**src/rtl/ym_dac_rx.sv**
```systemverilog
// Receiver for the YM2151 -> YM3012 serial DAC stream: decodes 13-bit float frames
// into signed 16-bit left/right samples, counts short frames and watches the p1 clock.
`timescale 1ns/1ps
module ym_dac_rx #(
   parameter int TIMEOUT_W = 8,
   parameter int ERR_W     = 8
) (
   input  logic             clk,
   input  logic             rst_n,
   input  logic             ym_p1,
   input  logic             ym_so,
   input  logic             ym_sh1,
   input  logic             ym_sh2,
   output logic [15:0]      left,
   output logic [15:0]      right,
   output logic [12:0]      left_raw,
   output logic [12:0]      right_raw,
   output logic             left_valid,
   output logic             right_valid,
   output logic [ERR_W-1:0] err_cnt,
   output logic             p1_alive
);

   localparam logic [TIMEOUT_W-1:0] WD_MAX     = {TIMEOUT_W{1'b1}};
   localparam logic [ERR_W-1:0]     ERR_MAX    = {ERR_W{1'b1}};
   localparam logic [4:0]           BIT_MAX    = 5'd31;
   localparam logic [4:0]           FRAME_BITS = 5'd13;

   // Mantissa is offset binary; exponent 0 means silence, otherwise shift by e-1.
   function automatic logic [15:0] conv(input logic [12:0] f);
      logic [2:0]  e;
      logic [15:0] s;
      e = f[12:10];
      s = {{6{~f[9]}}, ~f[9], f[8:0]};
      if (e == 3'd0) begin
         conv = 16'h0000;
      end else begin
         conv = s << (e - 3'd1);
      end
   endfunction

   logic p1_s1_r, p1_s2_r, p1_d_r;
   logic so_s1_r, so_s2_r;
   logic sh1_s1_r, sh1_s2_r, sh1_d_r;
   logic sh2_s1_r, sh2_s2_r, sh2_d_r;

   logic [12:0]          sr_r;
   logic [4:0]           bitcnt_r;
   logic [TIMEOUT_W-1:0] wd_r;

   logic                 p1_rise_s;
   logic                 sh1_fall_s;
   logic                 sh2_fall_s;
   logic                 sh_any_s;
   logic                 long_s;
   logic [4:0]           bitcnt_nxt_s;
   logic [1:0]           err_inc_s;
   logic [ERR_W+1:0]     err_sum_s;
   logic [ERR_W-1:0]     err_nxt_s;
   logic [TIMEOUT_W-1:0] wd_nxt_s;
   logic                 alive_nxt_s;

   // Two-flop synchronisers plus a third flop for edge detection on p1/sh1/sh2.
   always_ff @(posedge clk or negedge rst_n) begin
      if (!rst_n) begin
         p1_s1_r  <= 1'b0;
         p1_s2_r  <= 1'b0;
         p1_d_r   <= 1'b0;
         so_s1_r  <= 1'b0;
         so_s2_r  <= 1'b0;
         sh1_s1_r <= 1'b0;
         sh1_s2_r <= 1'b0;
         sh1_d_r  <= 1'b0;
         sh2_s1_r <= 1'b0;
         sh2_s2_r <= 1'b0;
         sh2_d_r  <= 1'b0;
      end else begin
         p1_s1_r  <= ym_p1;
         p1_s2_r  <= p1_s1_r;
         p1_d_r   <= p1_s2_r;
         so_s1_r  <= ym_so;
         so_s2_r  <= so_s1_r;
         sh1_s1_r <= ym_sh1;
         sh1_s2_r <= sh1_s1_r;
         sh1_d_r  <= sh1_s2_r;
         sh2_s1_r <= ym_sh2;
         sh2_s2_r <= sh2_s1_r;
         sh2_d_r  <= sh2_s2_r;
      end
   end

   assign p1_rise_s  = p1_s2_r & ~p1_d_r;
   assign sh1_fall_s = ~sh1_s2_r & sh1_d_r;
   assign sh2_fall_s = ~sh2_s2_r & sh2_d_r;
   assign sh_any_s   = sh1_fall_s | sh2_fall_s;
   assign long_s     = (bitcnt_r >= FRAME_BITS);

   // Bit counter: a rise coinciding with a frame end counts as the first bit of the next frame.
   always_comb begin
      bitcnt_nxt_s = bitcnt_r;
      if (p1_rise_s) begin
         if (sh_any_s) begin
            bitcnt_nxt_s = 5'd1;
         end else if (bitcnt_r == BIT_MAX) begin
            bitcnt_nxt_s = BIT_MAX;
         end else begin
            bitcnt_nxt_s = bitcnt_r + 5'd1;
         end
      end else if (sh_any_s || !p1_alive) begin
         bitcnt_nxt_s = 5'd0;
      end else begin
         bitcnt_nxt_s = bitcnt_r;
      end
   end

   // Short-frame error accumulation, one step per failing channel, saturating.
   always_comb begin
      err_inc_s = {1'b0, sh1_fall_s & ~long_s} + {1'b0, sh2_fall_s & ~long_s};
      err_sum_s = {2'b00, err_cnt} + {{ERR_W{1'b0}}, err_inc_s};
      if (err_sum_s > {2'b00, ERR_MAX}) begin
         err_nxt_s = ERR_MAX;
      end else begin
         err_nxt_s = err_sum_s[ERR_W-1:0];
      end
   end

   // Watchdog next state.
   always_comb begin
      wd_nxt_s    = wd_r;
      alive_nxt_s = p1_alive;
      if (p1_rise_s) begin
         wd_nxt_s    = {TIMEOUT_W{1'b0}};
         alive_nxt_s = 1'b1;
      end else if (wd_r == WD_MAX) begin
         wd_nxt_s    = WD_MAX;
         alive_nxt_s = 1'b0;
      end else begin
         wd_nxt_s    = wd_r + {{(TIMEOUT_W-1){1'b0}}, 1'b1};
         alive_nxt_s = p1_alive;
      end
   end

   // Shift register, counters and watchdog state.
   always_ff @(posedge clk or negedge rst_n) begin
      if (!rst_n) begin
         sr_r     <= 13'h0000;
         bitcnt_r <= 5'd0;
         wd_r     <= {TIMEOUT_W{1'b0}};
         p1_alive <= 1'b0;
         err_cnt  <= {ERR_W{1'b0}};
      end else begin
         if (p1_rise_s) begin
            sr_r <= {so_s2_r, sr_r[12:1]};
         end else begin
            sr_r <= sr_r;
         end
         bitcnt_r <= bitcnt_nxt_s;
         wd_r     <= wd_nxt_s;
         p1_alive <= alive_nxt_s;
         err_cnt  <= err_nxt_s;
      end
   end

   // Left channel latch; sr here is the value before any same-cycle shift.
   always_ff @(posedge clk or negedge rst_n) begin
      if (!rst_n) begin
         left       <= 16'h0000;
         left_raw   <= 13'h0000;
         left_valid <= 1'b0;
      end else if (sh1_fall_s && long_s) begin
         left       <= conv(sr_r);
         left_raw   <= sr_r;
         left_valid <= 1'b1;
      end else begin
         left_valid <= 1'b0;
      end
   end

   // Right channel latch.
   always_ff @(posedge clk or negedge rst_n) begin
      if (!rst_n) begin
         right       <= 16'h0000;
         right_raw   <= 13'h0000;
         right_valid <= 1'b0;
      end else if (sh2_fall_s && long_s) begin
         right       <= conv(sr_r);
         right_raw   <= sr_r;
         right_valid <= 1'b1;
      end else begin
         right_valid <= 1'b0;
      end
   end

endmodule
```
**config.mk**
```make
export PLATFORM = sky130hd
export DESIGN_NAME = ym_dac_rx
export DESIGN_NICKNAME = d
export VERILOG_FILES = /design/src/rtl/ym_dac_rx.sv
export SDC_FILE = /design/constraint.sdc
export NUM_CORES = 1
export LEC_CHECK = 0
export ABC_AREA = 1
export CAP_MARGIN = 20
export CORE_MARGIN = 3
export CORE_UTILIZATION = 35
export CTS_CLUSTER_DIAMETER = 40
export CTS_CLUSTER_SIZE = 28
export DETAILED_ROUTE_END_ITERATION = 6
export DONT_BUFFER_PORTS = 1
export PLACE_DENSITY = 0.59
export SYNTH_ARGS = -nofsm -noshare
export SYNTH_HDL_FRONTEND = slang
export SYNTH_SLANG_ARGS = --single-unit
```
**constraint.sdc**
```tcl
create_clock -name clk -period 3.23 [get_ports clk]
set_input_delay 0.969 -clock clk [delete_from_list [all_inputs] [get_ports clk]]
set_output_delay 0.969 -clock clk [all_outputs]
set_load 0.05 [all_outputs]
```
## Word-level counts from Yosys, hierarchy flattened

Index checks and enable logic that the tools add are counted.

| word-level totals | value |
|---|---|
| bits in registers | 106 |
| memory bits (writable) | 0 |
| memories kept | 0 |
| input bits | 6 |
| output and inout bits | 69 |
| bits in read-only memories | 0 |
| logic and storage cells | 62 |
| latch bits | 0 |

| operators by class | value |
|---|---|
| equal/unequal tests | 2 |
| shift operators | 1 |
| divide/modulo/power cells | 0 |
| muxes and demuxes | 12 |
| reductions and logical operators | 7 |
| bitwise operators | 11 |
| $lt $le $gt $ge | 2 |
| multipliers | 0 |
| add/subtract/negate cells | 5 |

Operators with widths:

| kind | count |
|---|---|
| $mux 8 | 3 |
| $mux 5 | 4 |
| $mux 16 | 1 |
| $shl 16x3->16 | 1 |
| $add 8x2->9 | 1 |
| $gt 9x8->1 const B | 1 |
| $add 8x1->8 const B | 1 |
| $eq 8x8->1 const B | 1 |
| $add 5x1->5 const B | 1 |
| $and 1x1->1 | 5 |
| $eq 5x5->1 const B | 1 |
| $ge 5x4->1 const B | 1 |
| $not 1->1 | 5 |
| $mux 1 | 4 |
| $reduce_bool 2->1 | 2 |
| $logic_not 3->1 | 1 |
| $sub 3x1->3 const B | 1 |
| $add 1x1->2 | 1 |
| $logic_and 1x1->1 | 2 |
| $logic_not 1->1 | 1 |
| $logic_or 1x1->1 | 1 |
| $or 1x1->1 | 1 |

## Logic depth before layout (Yosys ltp)

Gate-level depths: netlist (run 1).

| depth | value |
|---|---|
| depth in word-level cells | 7 |
| depth in mapped cells | 15 |
| mapped depth without buffers | 15 |

## Worst setup path before layout (run 1)

OpenSTA, ideal clock, no wires.

| timing | value |
|---|---|
| path kind | reg-to-reg |
| start | register bitcnt_r[0] |
| end | register err_cnt[6] |
| library setup time | 72 ps |
| data required time | 3,158 ps |
| cell stages (with the launch flop) | 14 |
| setup slack | 911 ps |
| buffers on the path | 0 |
| data arrival time | 2,247 ps |
| cell sequence | dfrtp_1 ha_1 inv_1 nand3_1 nand2_4 nand2_8 inv_1 nand2_1 fa_1 inv_1 ha_1 nand4_1 nand3b_1 nand2_1 |

| on the way | value |
|---|---|
| longest elaborated chain between the ends | 7 |
| elaborated cells on any way between the ends | 8 |
| classes of those cells | add/sub: 2; order compare: 2; mux: 1; bitwise: 3 |

Ends and longest elaborated chain:

| what | RTL line | RTL |
|---|---|---|
| start, declared | 48 | `logic [4:0] bitcnt_r;` |
| start signal, assigned | 157 | `bitcnt_r <= bitcnt_nxt_s;` |
| $ge 5x4->1 (*) | 96 | `assign long_s = (bitcnt_r >= FRAME_BITS);` |
| $not 1->1 (*) | 118 | `err_inc_s = {1'b0, sh1_fall_s & ~long_s} + {1'b0, sh2_fall_s & ~long_s};` |
| $and 1x1->1 | 118 |  |
| $add 1x1->2 (*) | 118 |  |
| $add 8x2->9 (*) | 119 | `err_sum_s = {2'b00, err_cnt} + {{ERR_W{1'b0}}, err_inc_s};` |
| $gt 9x8->1 | 120 | `if (err_sum_s > {2'b00, ERR_MAX}) begin` |
| $mux 8 (*) | 120 |  |
| named net err_nxt_s[6] | 59 | `logic [ERR_W-1:0] err_nxt_s;` |
| end signal, assigned | 150 | `err_cnt <= {ERR_W{1'b0}};` |
| end signal, assigned | 160 | `err_cnt <= err_nxt_s;` |
| end, declared | 20 | `output logic [ERR_W-1:0] err_cnt,` |

Mark *: on every way through the listed nets, which the timed path passes. The rest lies on a longest branch.
A chain may end at the register's enable or synchronous reset.

## Worst setup path after layout (run 1)

Ends and elaborated chain as after synthesis.

==> impl_metrics.yaml, run 1 <==
status:
  outcome: "completed"
clock_tree:
  h-tree-depth: 3
  cts_tree: "yes"
  postCtsSetupBuffers: 0
  cts_buffer_depth: 2
  holdBufCountCts: 0
  ctsResizeCount: 0
  clk_pin_slew_ns: 0.07
  cts_buffers: 9
  cts_root_buf: "clkbuf_16"
  clk_latency_ns: 0.35
  clkSinkCount: 106
yosys:
  yosys-top-cells-area: "dfrtp_1 57%, nand2_1 17%, nand3_1 4.4%, o21ai_1 3.6%, inv_1 2.8%"
  syn_inst: 524
  synth_seq_cells: 106
  yosysTopAreaCell: "dfrtp_1"
  yosysSeqAreaShare_pct: 57.3
  synth_top_area_share_pct: 57.3
  syn_area_sq_um: 4630
  syn_nets: 537
  synth_cell_types: 31
  syn_avg_cell_area_sq_um: 8.83
  yosysWarnings: 0
finish:
  drive_gt1_share_pct: 6.88
  area_growth_pct: 8.19
  fill_cells: 1284
  nets: 531
  final_cells: 695
  n_antenna_cell: 0
worst_setup_path:
  r2r_end: "err_cnt[6]$_DFF_PN0_"
  r2r_slack_ns: 0.67
  crit_arrival_ns: 2.84
  crit_start: "bitcnt_r[0]$_DFFE_PN0P_"
  start_kind: "flip-flop"
  crit_chain: "ha_1 -> inv_1 -> nand3_1 -> nand2_4 -> nand2_8 -> inv_1 -> nand2_1 -> fa_1 -> inv_1 -> ha_1 -> nand4_1 -> nand3b_1 -> nand2_1"
  slowest_delay_ns: 0.42
  cp_data_required_time_ns: 3.50
  crit_slowest_cell: "dfrtp_1"
  regToRegStartpoint: "bitcnt_r[0]$_DFFE_PN0P_"
  path_class: "reg2reg"
  reg2reg_depth: 13
  end_kind: "flip-flop"
  worstPathMaxFanout: 7
  cp_common_cell: "inv_1"
global_routing:
  grt_pass1_wl_mm: 16.6
  grt_pass1_vias: 3351
  grtUsageTotal_pct: 14.3
  grt.overflow.total: 0
  grt_max_degree: 107
  antenna_found_initial: 0
place:
  detailedPlace.worstSlack_ns: 0.684
  dp_hpwl_mm: 6.80
  port-buffer-count: 0
  gp_congestion: 0.851
  placed_cells: 679
route:
  routed_wl_mm: 9.86
  drc: 0
  initialDrtViolationCount: 186
  wl_per_cell_microns: 14.2
  via_per_inst: 4.79
  routed-via-count: 3331
  drt_pass1_iterations: 4
  drtAntennaViolNets: 0
sta:
  drv_slew: 0
  finClkSkew_ns: 0.00877
  worst_pin_slew_ns: 0.587
  hold_violations: 0
  setup_viol_count_final: 0
  tns_ns: 0
  max_freq_mhz: 390
  rsz0062_at_grt: "false"
  setup_ws_ns: 0.665
  slew_headroom_pct: 60.9
  fin_crit_ns: 2.56
  fin_crit_sh_pct: 79.4
floorplanning:
  io_pins: 75
  die_w_microns: 121
  initial_core_util_pct: 36.2
  die_h_microns: 121
  coreArea_sq_um: 12800
  rows: 41
  die_area_sq_um: 14600
power:
  power.leakage_nw: 2.56
  cellPowerDensity_nw_per_um2: 648
  peakVddDrop_mv: 0.257
job:
  cap_violations: 0
worst_hold_path:
  hp-class: "in2async"
final cells by class:
cell class | instances | area (sq um) | area share [%]
flip-flops and latches | 106 | 2650 | 53.0
clock inverters | 4 | 31.3 | 0.625
inverters | 43 | 161 | 3.22
repair buffers | 1 | 7.51 | 0.150
clock buffers | 12 | 256 | 5.12
well taps | 172 | 215 | 4.30
multi-input cells | 357 | 1680 | 33.6
cells in the final DEF (no fill, tap or decap):
master,count
inv_6,3
ha_1,6
fa_1,1
nand2_8,1
a21oi_2,1
o21bai_1,1
buf_4,1
inv_2,8
dfrtp_1,106
o22ai_1,3
nand3b_1,1
xnor2_1,4
clkbuf_1,1
clkbuf_16,9
nand2_2,2
o21ai_1,33
o21ai_0,14
clkinv_2,1
nor3_1,2
xor2_1,4
nand3_1,41
a22oi_1,1
nand2_4,3
a21oi_4,2
or2_2,1
a31oi_1,1
clkbuf_8,2
nor2_2,2
inv_1,35
nand2_1,207
nand4_1,4
a21oi_1,7
nor2_1,15
worst max-delay path, delay by kind of cell (launching register included):
family,cells,cell delay (ns)
AND/OR/NAND/NOR,7,1.07
adder cells (fa/ha/maj),3,0.82
buffers and inverters,3,0.19
flip-flops,1,0.42
registers in the layout (all words and copies together), names as in the netlist:
signal	cells
sr_r	13
right_valid	1
so_s2_r	1
sh1_d_r	1
bitcnt_r	5
sh2_s2_r	1
left_raw	13
p1_s2_r	1
p1_d_r	1
sh2_s1_r	1
right	16
p1_alive	1
left_valid	1
sh2_d_r	1
wd_r	8
so_s1_r	1
sh1_s2_r	1
right_raw	13
p1_s1_r	1
left	16
err_cnt	8
sh1_s1_r	1
cells by family (layout without fill, tap and decap cells):
| group | after synthesis | in the layout | share of synthesized area (%) |
|---|---|---|---|
| xor gates and xnor gates | 8 | 8 | 1.51 |
| adders and majority gates | 7 | 7 | 2.05 |
| AOI/OAI and AO/OA | 63 | 63 | 7.60 |
| and+or+nand+nor | 279 | 279 | 25.1 |
| DFF | 106 | 106 | 57.3 |
| buffers and inverters | 61 | 60 | 6.38 |
worst max path at each step:
stage	end	cells after the start
floorplan	err_cnt[6]$_DFF_PN0_	13
global placement	err_cnt[6]$_DFF_PN0_	13
detailed placement	err_cnt[6]$_DFF_PN0_	13
CTS	err_cnt[6]$_DFF_PN0_	13
global route	err_cnt[6]$_DFF_PN0_	13
finish	err_cnt[6]$_DFF_PN0_	13
per-layer routing:
metal	routed length [microns]	track usage, %
met1	4320	17.1
met2	4720	23.5
met3	657	4.57
met4	149	6.37
met5	0	0
power by group:
| part | switching, mW | internal [mW] | leakage (nW) |
|---|---|---|---|
| logic | 0.357 | 0.165 | 0.988 |
| clock network | 0.483 | 0.572 | 0.144 |
| registers | 0.242 | 1.42 | 1.42 |
per-stage QoR:
step	utilization, %	power (mW)	cell area (sq um)	hold WS (ns)
finish	39.2	3.24	5010	0.303
global route	39.2	3.42	5010	0.284
CTS	39.2	3.29	5010	0.284
detailed placement	36.9	2.21	4720	0.339
global placement	36.9	2.20	4720	0.335
floorplan	-	2.09	4630	0.331
Yosys cell counts:
| cell | n |
|---|---|
| fa_1 | 1 |
| nor2_2 | 1 |
| inv_2 | 8 |
| nand3b_1 | 1 |
| o21ai_1 | 33 |
| clkbuf_1 | 2 |
| nand2_4 | 3 |
| nand2_1 | 207 |
| ha_1 | 6 |
| a31oi_1 | 1 |
| xor2_1 | 4 |
| inv_1 | 35 |
| o21ai_0 | 14 |
| a21oi_1 | 7 |
| a22oi_1 | 1 |
| o22ai_1 | 3 |
| nand2_8 | 1 |
| nand2_2 | 2 |
| or2_2 | 1 |
| buf_4 | 6 |
| xnor2_1 | 4 |
| nand4_1 | 4 |
| a21oi_4 | 2 |
| nand3_1 | 41 |
| buf_2 | 5 |
| nor2_1 | 16 |
| dfrtp_1 | 106 |
| buf_6 | 5 |
| a21oi_2 | 1 |
| nor3_1 | 2 |
| o21bai_1 | 1 |
Note: power is estimated with default switching activity, not from simulation.
==> inputs of run 2 (changes only) <==
clock period = 2.5 ns   (was 3.23 ns; I/O delays follow)
==> run 2 against run 1 <==
Net effect:
- non-clock buffer count increased by 8
- register-to-register slack got worse by 0.46 ns
- count of clock-buffer cells in the layout increased by 1
- wire length increased by 2.9%
- fmax increased by 12%
- via count increased by 2.3%
- clock skew about the same
- clock power increased by 40%
==> impl_metrics.yaml, run 2 (synthesis gave the netlist of run 1 again) <==
route:
  routed-via-count: 3407
  drc: 0
  routed_wl_mm: 10.1
  via_per_inst: 4.85
  drtAntennaViolNets: 0
  wl_per_cell_microns: 14.4
  initialDrtViolationCount: 201
  drt_pass1_iterations: 4
sta:
  setup_ws_ns: 0.210
  fin_crit_sh_pct: 91.6
  hold_violations: 0
  slew_headroom_pct: 60.6
  drv_slew: 0
  max_freq_mhz: 437
  setup_viol_count_final: 0
  worst_pin_slew_ns: 0.590
  fin_crit_ns: 2.29
  finClkSkew_ns: 0.00859
worst_setup_path:
  start_kind: "flip-flop"
  crit_chain: "inv_2 -> ha_1 -> inv_1 -> nand3_2 -> nand2_4 -> nand2_8 -> inv_1 -> nand2_1 -> fa_2 -> inv_2 -> ha_4 -> nand4_1 -> nand3b_1 -> nand2_1"
  crit_buf_inv: 4
  path_class: "reg2reg"
  crit_slowest_cell: "dfrtp_1"
  end_kind: "flip-flop"
  slowest_delay_ns: 0.37
  cp_data_required_time_ns: 2.77
  worstPathMaxFanout: 7
  cp_top_family: "simple AND/OR/NAND/NOR gates"
  crit_arrival_ns: 2.56
status:
  outcome: "completed"
power:
  cellPowerDensity_nw_per_um2: 851
  power.leakage_nw: 2.60
  p_sw_share_pct: 32.4
  total_power_mw: 4.35
  peakVddDrop_mv: 0.303
  p_clk_share_pct: 34.0
  p_sw_mw: 1.41
  power.internal_mw: 2.94
  combPwrFrac_pct: 17.3
  seqPwrFrac_pct: 48.8
clock_tree:
  holdBufCountCts: 0
  cts_buffer_depth: 2
  cts_buffers: 9
  clk_pin_slew_ns: 0.07
  clkSinkCount: 106
  cts_root_buf: "clkbuf_16"
  cts_tree: "yes"
  clk_latency_ns: 0.35
  h-tree-depth: 3
finish:
  final_common_cell: "nand2_1"
  layout_common_cells: "207 x nand2_1, 106 x dfrtp_1, 40 x nand3_1, 34 x inv_1, 33 x o21ai_1"
  final_core_util_pct: 40.1
  area_growth_pct: 10.5
  top_regs: "left x16, right x16"
  n_antenna_cell: 0
  final_cells: 703
  final_cell_area_sq_um: 5120
  drive_gt1_share_pct: 9.04
  nets: 539
  fill_cells: 1254
job:
  cap_violations: 0
floorplanning:
  die_w_microns: 121
  coreArea_sq_um: 12800
  io_pins: 75
  initial_core_util_pct: 36.2
  die_area_sq_um: 14600
  die_h_microns: 121
  rows: 41
place:
  port-buffer-count: 0
  dp_hpwl_mm: 6.91
  detailedPlace.worstSlack_ns: 0.00649
  post_dp_cell_area_sq_um: 4740
  gp_congestion: 0.868
  placed_cells: 682
global_routing:
  grt_pass1_vias: 3398
  antenna_found_initial: 0
  grt.overflow.total: 0
  grt_max_degree: 107
  grt_pass1_wl_mm: 17.0
  grtUsageTotal_pct: 14.6
worst_hold_path:
  hp-class: "in2async"
run 2: cell type report:
type | instances | area [sq um] | share of cell area [%]
clock inverter | 3 | 46.3 | 0.905
clock buffer | 13 | 270 | 5.28
multi-input combinational | 357 | 1700 | 33.3
inverter | 43 | 161 | 3.15
timing repair buffer | 9 | 67.6 | 1.32
tap | 172 | 215 | 4.21
sequential | 106 | 2650 | 51.8
run 2: routing by layer:
metal  global-route usage [%]  part of all wire [%]  up-vias
li1                         -                     -     1669
met1                     18.4                    43     1642
met2                     23.7                    49       83
met3                     4.85                   6.5       13
met4                     4.53                   1.4        0
met5                        0                     0        -
run 2: timing repair:
action                                 4_1_cts  5_1_grt
setup endpoints to repair                    5        8
gates resized for setup                      0        5
setup buffers                                2        3
pin swaps                                    2        5
endpoints found under the hold margin        0        0
run 2: power by group through the flow:
stage               Sequential [mW]  Clock (mW)  Combinational, mW
detailed placement             2.15           0              0.724
CTS                            2.12        1.52              0.728
floorplan                      2.15           0              0.547
global placement               2.15           0              0.709
finish                         2.12        1.48              0.751
global route                   2.15        1.59              0.861
run 2: stage by stage:
stage,TNS [ns],hold slack [ns]
3_3_place_gp,0,0.332
5_1_grt,-0.0359,0.0700
6_report,0,0.0944
4_1_cts,0,0.0781
2_1_floorplan,0,0.331
3_5_place_dp,0,0.336
run 2: worst reg2reg max path, cell delays in order (launching register included):
cell      delay (ns)
dfrtp_1         0.37
inv_2           0.06
ha_1            0.17
inv_1           0.06
nand3_2         0.09
nand2_4         0.10
nand2_8         0.06
inv_1           0.08
nand2_1         0.07
fa_2            0.37
inv_2           0.07
ha_4            0.14
nand4_1         0.10
nand3b_1        0.33
nand2_1         0.16
run 2: worst paths after layout:
| kind | from | endpoint | slack [ns] | cells past startpoint |
|---|---|---|---|---|
| worst max register to register | bitcnt_r[1]$_DFFE_PN0P_ | err_cnt[5]$_DFF_PN0_ | 0.21 | 14 |
| worst min register to register | p1_s1_r$_DFF_PN0_ | p1_s2_r$_DFF_PN0_ | 0.35 | 0 |
| max in group asynchronous | rst_n | right[13]$_DFFE_PN0P_ | 2.22 | 0 |
| min in group clk | p1_s1_r$_DFF_PN0_ | p1_s2_r$_DFF_PN0_ | 0.35 | 0 |
| worst max-delay path | bitcnt_r[1]$_DFFE_PN0P_ | err_cnt[5]$_DFF_PN0_ | 0.21 | 14 |
| worst min-delay path | rst_n | right_raw[6]$_DFFE_PN0P_ | 0.09 | 0 |
==> inputs of run 3 (changes only) <==
BUFFER_PORTS_ARGS = -buffer_cell sky130_fd_sc_hd__clkbuf_2   (was not set)
CTS_CLUSTER_DIAMETER = not set   (was 40)
DONT_BUFFER_PORTS = not set   (was 1)
PLACE_DENSITY = 0.64   (was 0.59)
==> run 3 against run 2 <==
Net effect:
- count of clock-buffer cells in the layout fell by 3
- flip-flop and latch count unchanged
- hold slack gained 0.26 ns
- sequential share of layout area decreased by 3.6 points
- critical path depth unchanged
- core utilization is 3.0 points higher
- clock power rose by 5%
- sequential power down 8%
- via count grew 6.8%
- power rose by 3.3%
- fmax decreased by 2.8%
- design area up 7.5%
==> impl_metrics.yaml, run 3 (synthesis gave the netlist of run 1 again) <==
sta:
  slew_headroom_pct: 63.6
  drv_slew: 0
  max_freq_mhz: 424
  worst_pin_slew_ns: 0.545
  fin_crit_ns: 2.36
  tns_ns: 0
  fin_crit_sh_pct: 94.2
  setup_ws_ns: 0.144
  finClkSkew_ns: 0.00777
  setup_viol_count_final: 0
  hold_violations: 0
  holdWs_ns: 0.350
worst_setup_path:
  worstPathMaxFanout: 7
  path_class: "reg2reg"
  cp_top_family: "simple AND/OR/NAND/NOR gates"
  crit_chain: "inv_2 -> ha_1 -> inv_1 -> nand3_1 -> nand2_4 -> nand2_8 -> inv_1 -> nand2_1 -> fa_2 -> inv_1 -> ha_4 -> nand4_1 -> nand3b_1 -> nand2_1"
  crit_buf_inv: 4
  start_kind: "flip-flop"
  crit_slowest_cell: "dfrtp_1"
  cp_data_required_time_ns: 2.78
  regToRegStartpoint: "bitcnt_r[1]$_DFFE_PN0P_"
  slowest_delay_ns: 0.39
  crit_start: "bitcnt_r[1]$_DFFE_PN0P_"
  cp_common_cell: "inv_1"
  crit_arrival_ns: 2.64
  end_kind: "flip-flop"
route:
  drtAntennaViolNets: 0
  initialDrtViolationCount: 253
  drc: 0
  routed_wl_mm: 10.1
  via_per_inst: 4.69
  wl_per_cell_microns: 13.0
  routed-via-count: 3638
  drt_pass1_iterations: 4
place:
  dp_hpwl_mm: 7.20
  detailedPlace.worstSlack_ns: 0.0419
  placed_cells: 757
  gp_congestion: 0.822
  port-buffer-count: 74
floorplanning:
  initial_core_util_pct: 36.2
  coreArea_sq_um: 12800
  die_w_microns: 121
  rows: 41
  io_pins: 75
  die_area_sq_um: 14600
  die_h_microns: 121
clock_tree:
  cts_buffer_depth: 2
  clk_pin_slew_ns: 0.07
  clk_latency_ns: 0.35
  clkSinkCount: 106
  holdBufCountCts: 0
  cts_root_buf: "clkbuf_16"
  h-tree-depth: 3
  cts_buffers: 9
  cts_tree: "yes"
power:
  peakVddDrop_mv: 0.300
  p_sw_share_pct: 32.5
  combPwrFrac_pct: 21.7
  power.leakage_nw: 2.94
  seqPwrFrac_pct: 43.7
  p_sw_mw: 1.46
  p_clk_share_pct: 34.6
  cellPowerDensity_nw_per_um2: 817
  total_power_mw: 4.50
  power.internal_mw: 3.03
worst_hold_path:
  worstHoldStart: "sh2_s1_r$_DFF_PN0_"
  hp-class: "reg2reg"
global_routing:
  grtUsageTotal_pct: 14.5
  antenna_found_initial: 0
  grt_pass1_vias: 3595
  grt_max_degree: 48
  grt.overflow.total: 0
  grt_pass1_wl_mm: 17.0
finish:
  final_common_cell: "nand2_1"
  n_antenna_cell: 0
  area_growth_pct: 18.8
  top_regs: "left x16, right x16"
  drive_gt1_share_pct: 19.7
  layout_common_cells: "207 x nand2_1, 106 x dfrtp_1, 73 x clkbuf_2, 41 x nand3_1, 35 x inv_1"
  final_cells: 775
  nets: 611
job:
  cap_violations: 0
status:
  outcome: "completed"
-- run 3: cell type report --
type | instances | area (sq um)
Clock buffer | 10 | 239
Clock inverter | 6 | 96.3
Fill cell | 1232 | 7270
Inverter | 43 | 161
Multi-Input combinational cell | 357 | 1700
Sequential cell | 106 | 2650
Tap cell | 172 | 215
Timing Repair Buffer | 81 | 438
-- run 3: path summary, 6_finish.rpt --
path	to	slack (ns)	depth (start not counted)
hold / removal	sh2_s2_r$_DFF_PN0_	0.35	0
min in group asynchronous	right_raw[7]$_DFFE_PN0P_	0.37	1
setup / recovery	err_cnt[6]$_DFF_PN0_	0.14	14
max in group asynchronous	right_raw[1]$_DFFE_PN0P_	1.46	2
hold reg to reg	sh2_s2_r$_DFF_PN0_	0.35	0
setup reg to reg	err_cnt[6]$_DFF_PN0_	0.14	14
-- run 3: metrics by stage --
stage                     utilization, %  cell area, sq um
final                               43.1              5500
after global placement              40.2              5130
after global routing                43.1              5500
after floorplan                        -              4630
after CTS                           42.8              5470
after detailed placement            40.2              5130
-- run 3: worst register-to-register path, delay by kind of cell, from the launching register on --
family                   cells  cell delay, ns
adder cells (fa/ha/maj)      3            0.70
buffers and inverters        4            0.31
flip-flops                   1            0.39
AND/OR/NAND/NOR              7            0.88
-- run 3: per-layer routing --
layer,share of wire [%],routed length [microns],GRT usage [%],up-vias
li1,-,-,-,1808
met1,44,4460,18.7,1724
met2,49,4910,23.4,90
met3,5.4,544,4.29,16
met4,1.7,174,5.03,0
met5,0,0,0,-
-- run 3: repair_timing --
item                       in CTS  in global routing
resized for setup               0                  3
setup endpoints to repair       0                  8
buffers inserted                0                  2
-- run 3: power groups by stage --
stage / Sequential, mW / Combinational, mW / Clock [mW]
2_1_floorplan: 2.15 / 0.547 / 0
3_3_place_gp: 1.99 / 0.937 / 0
3_5_place_dp: 1.99 / 0.958 / 0
4_1_cts: 1.96 / 0.963 / 1.60
5_1_grt: 1.98 / 1.09 / 1.68
6_report: 1.96 / 0.974 / 1.56
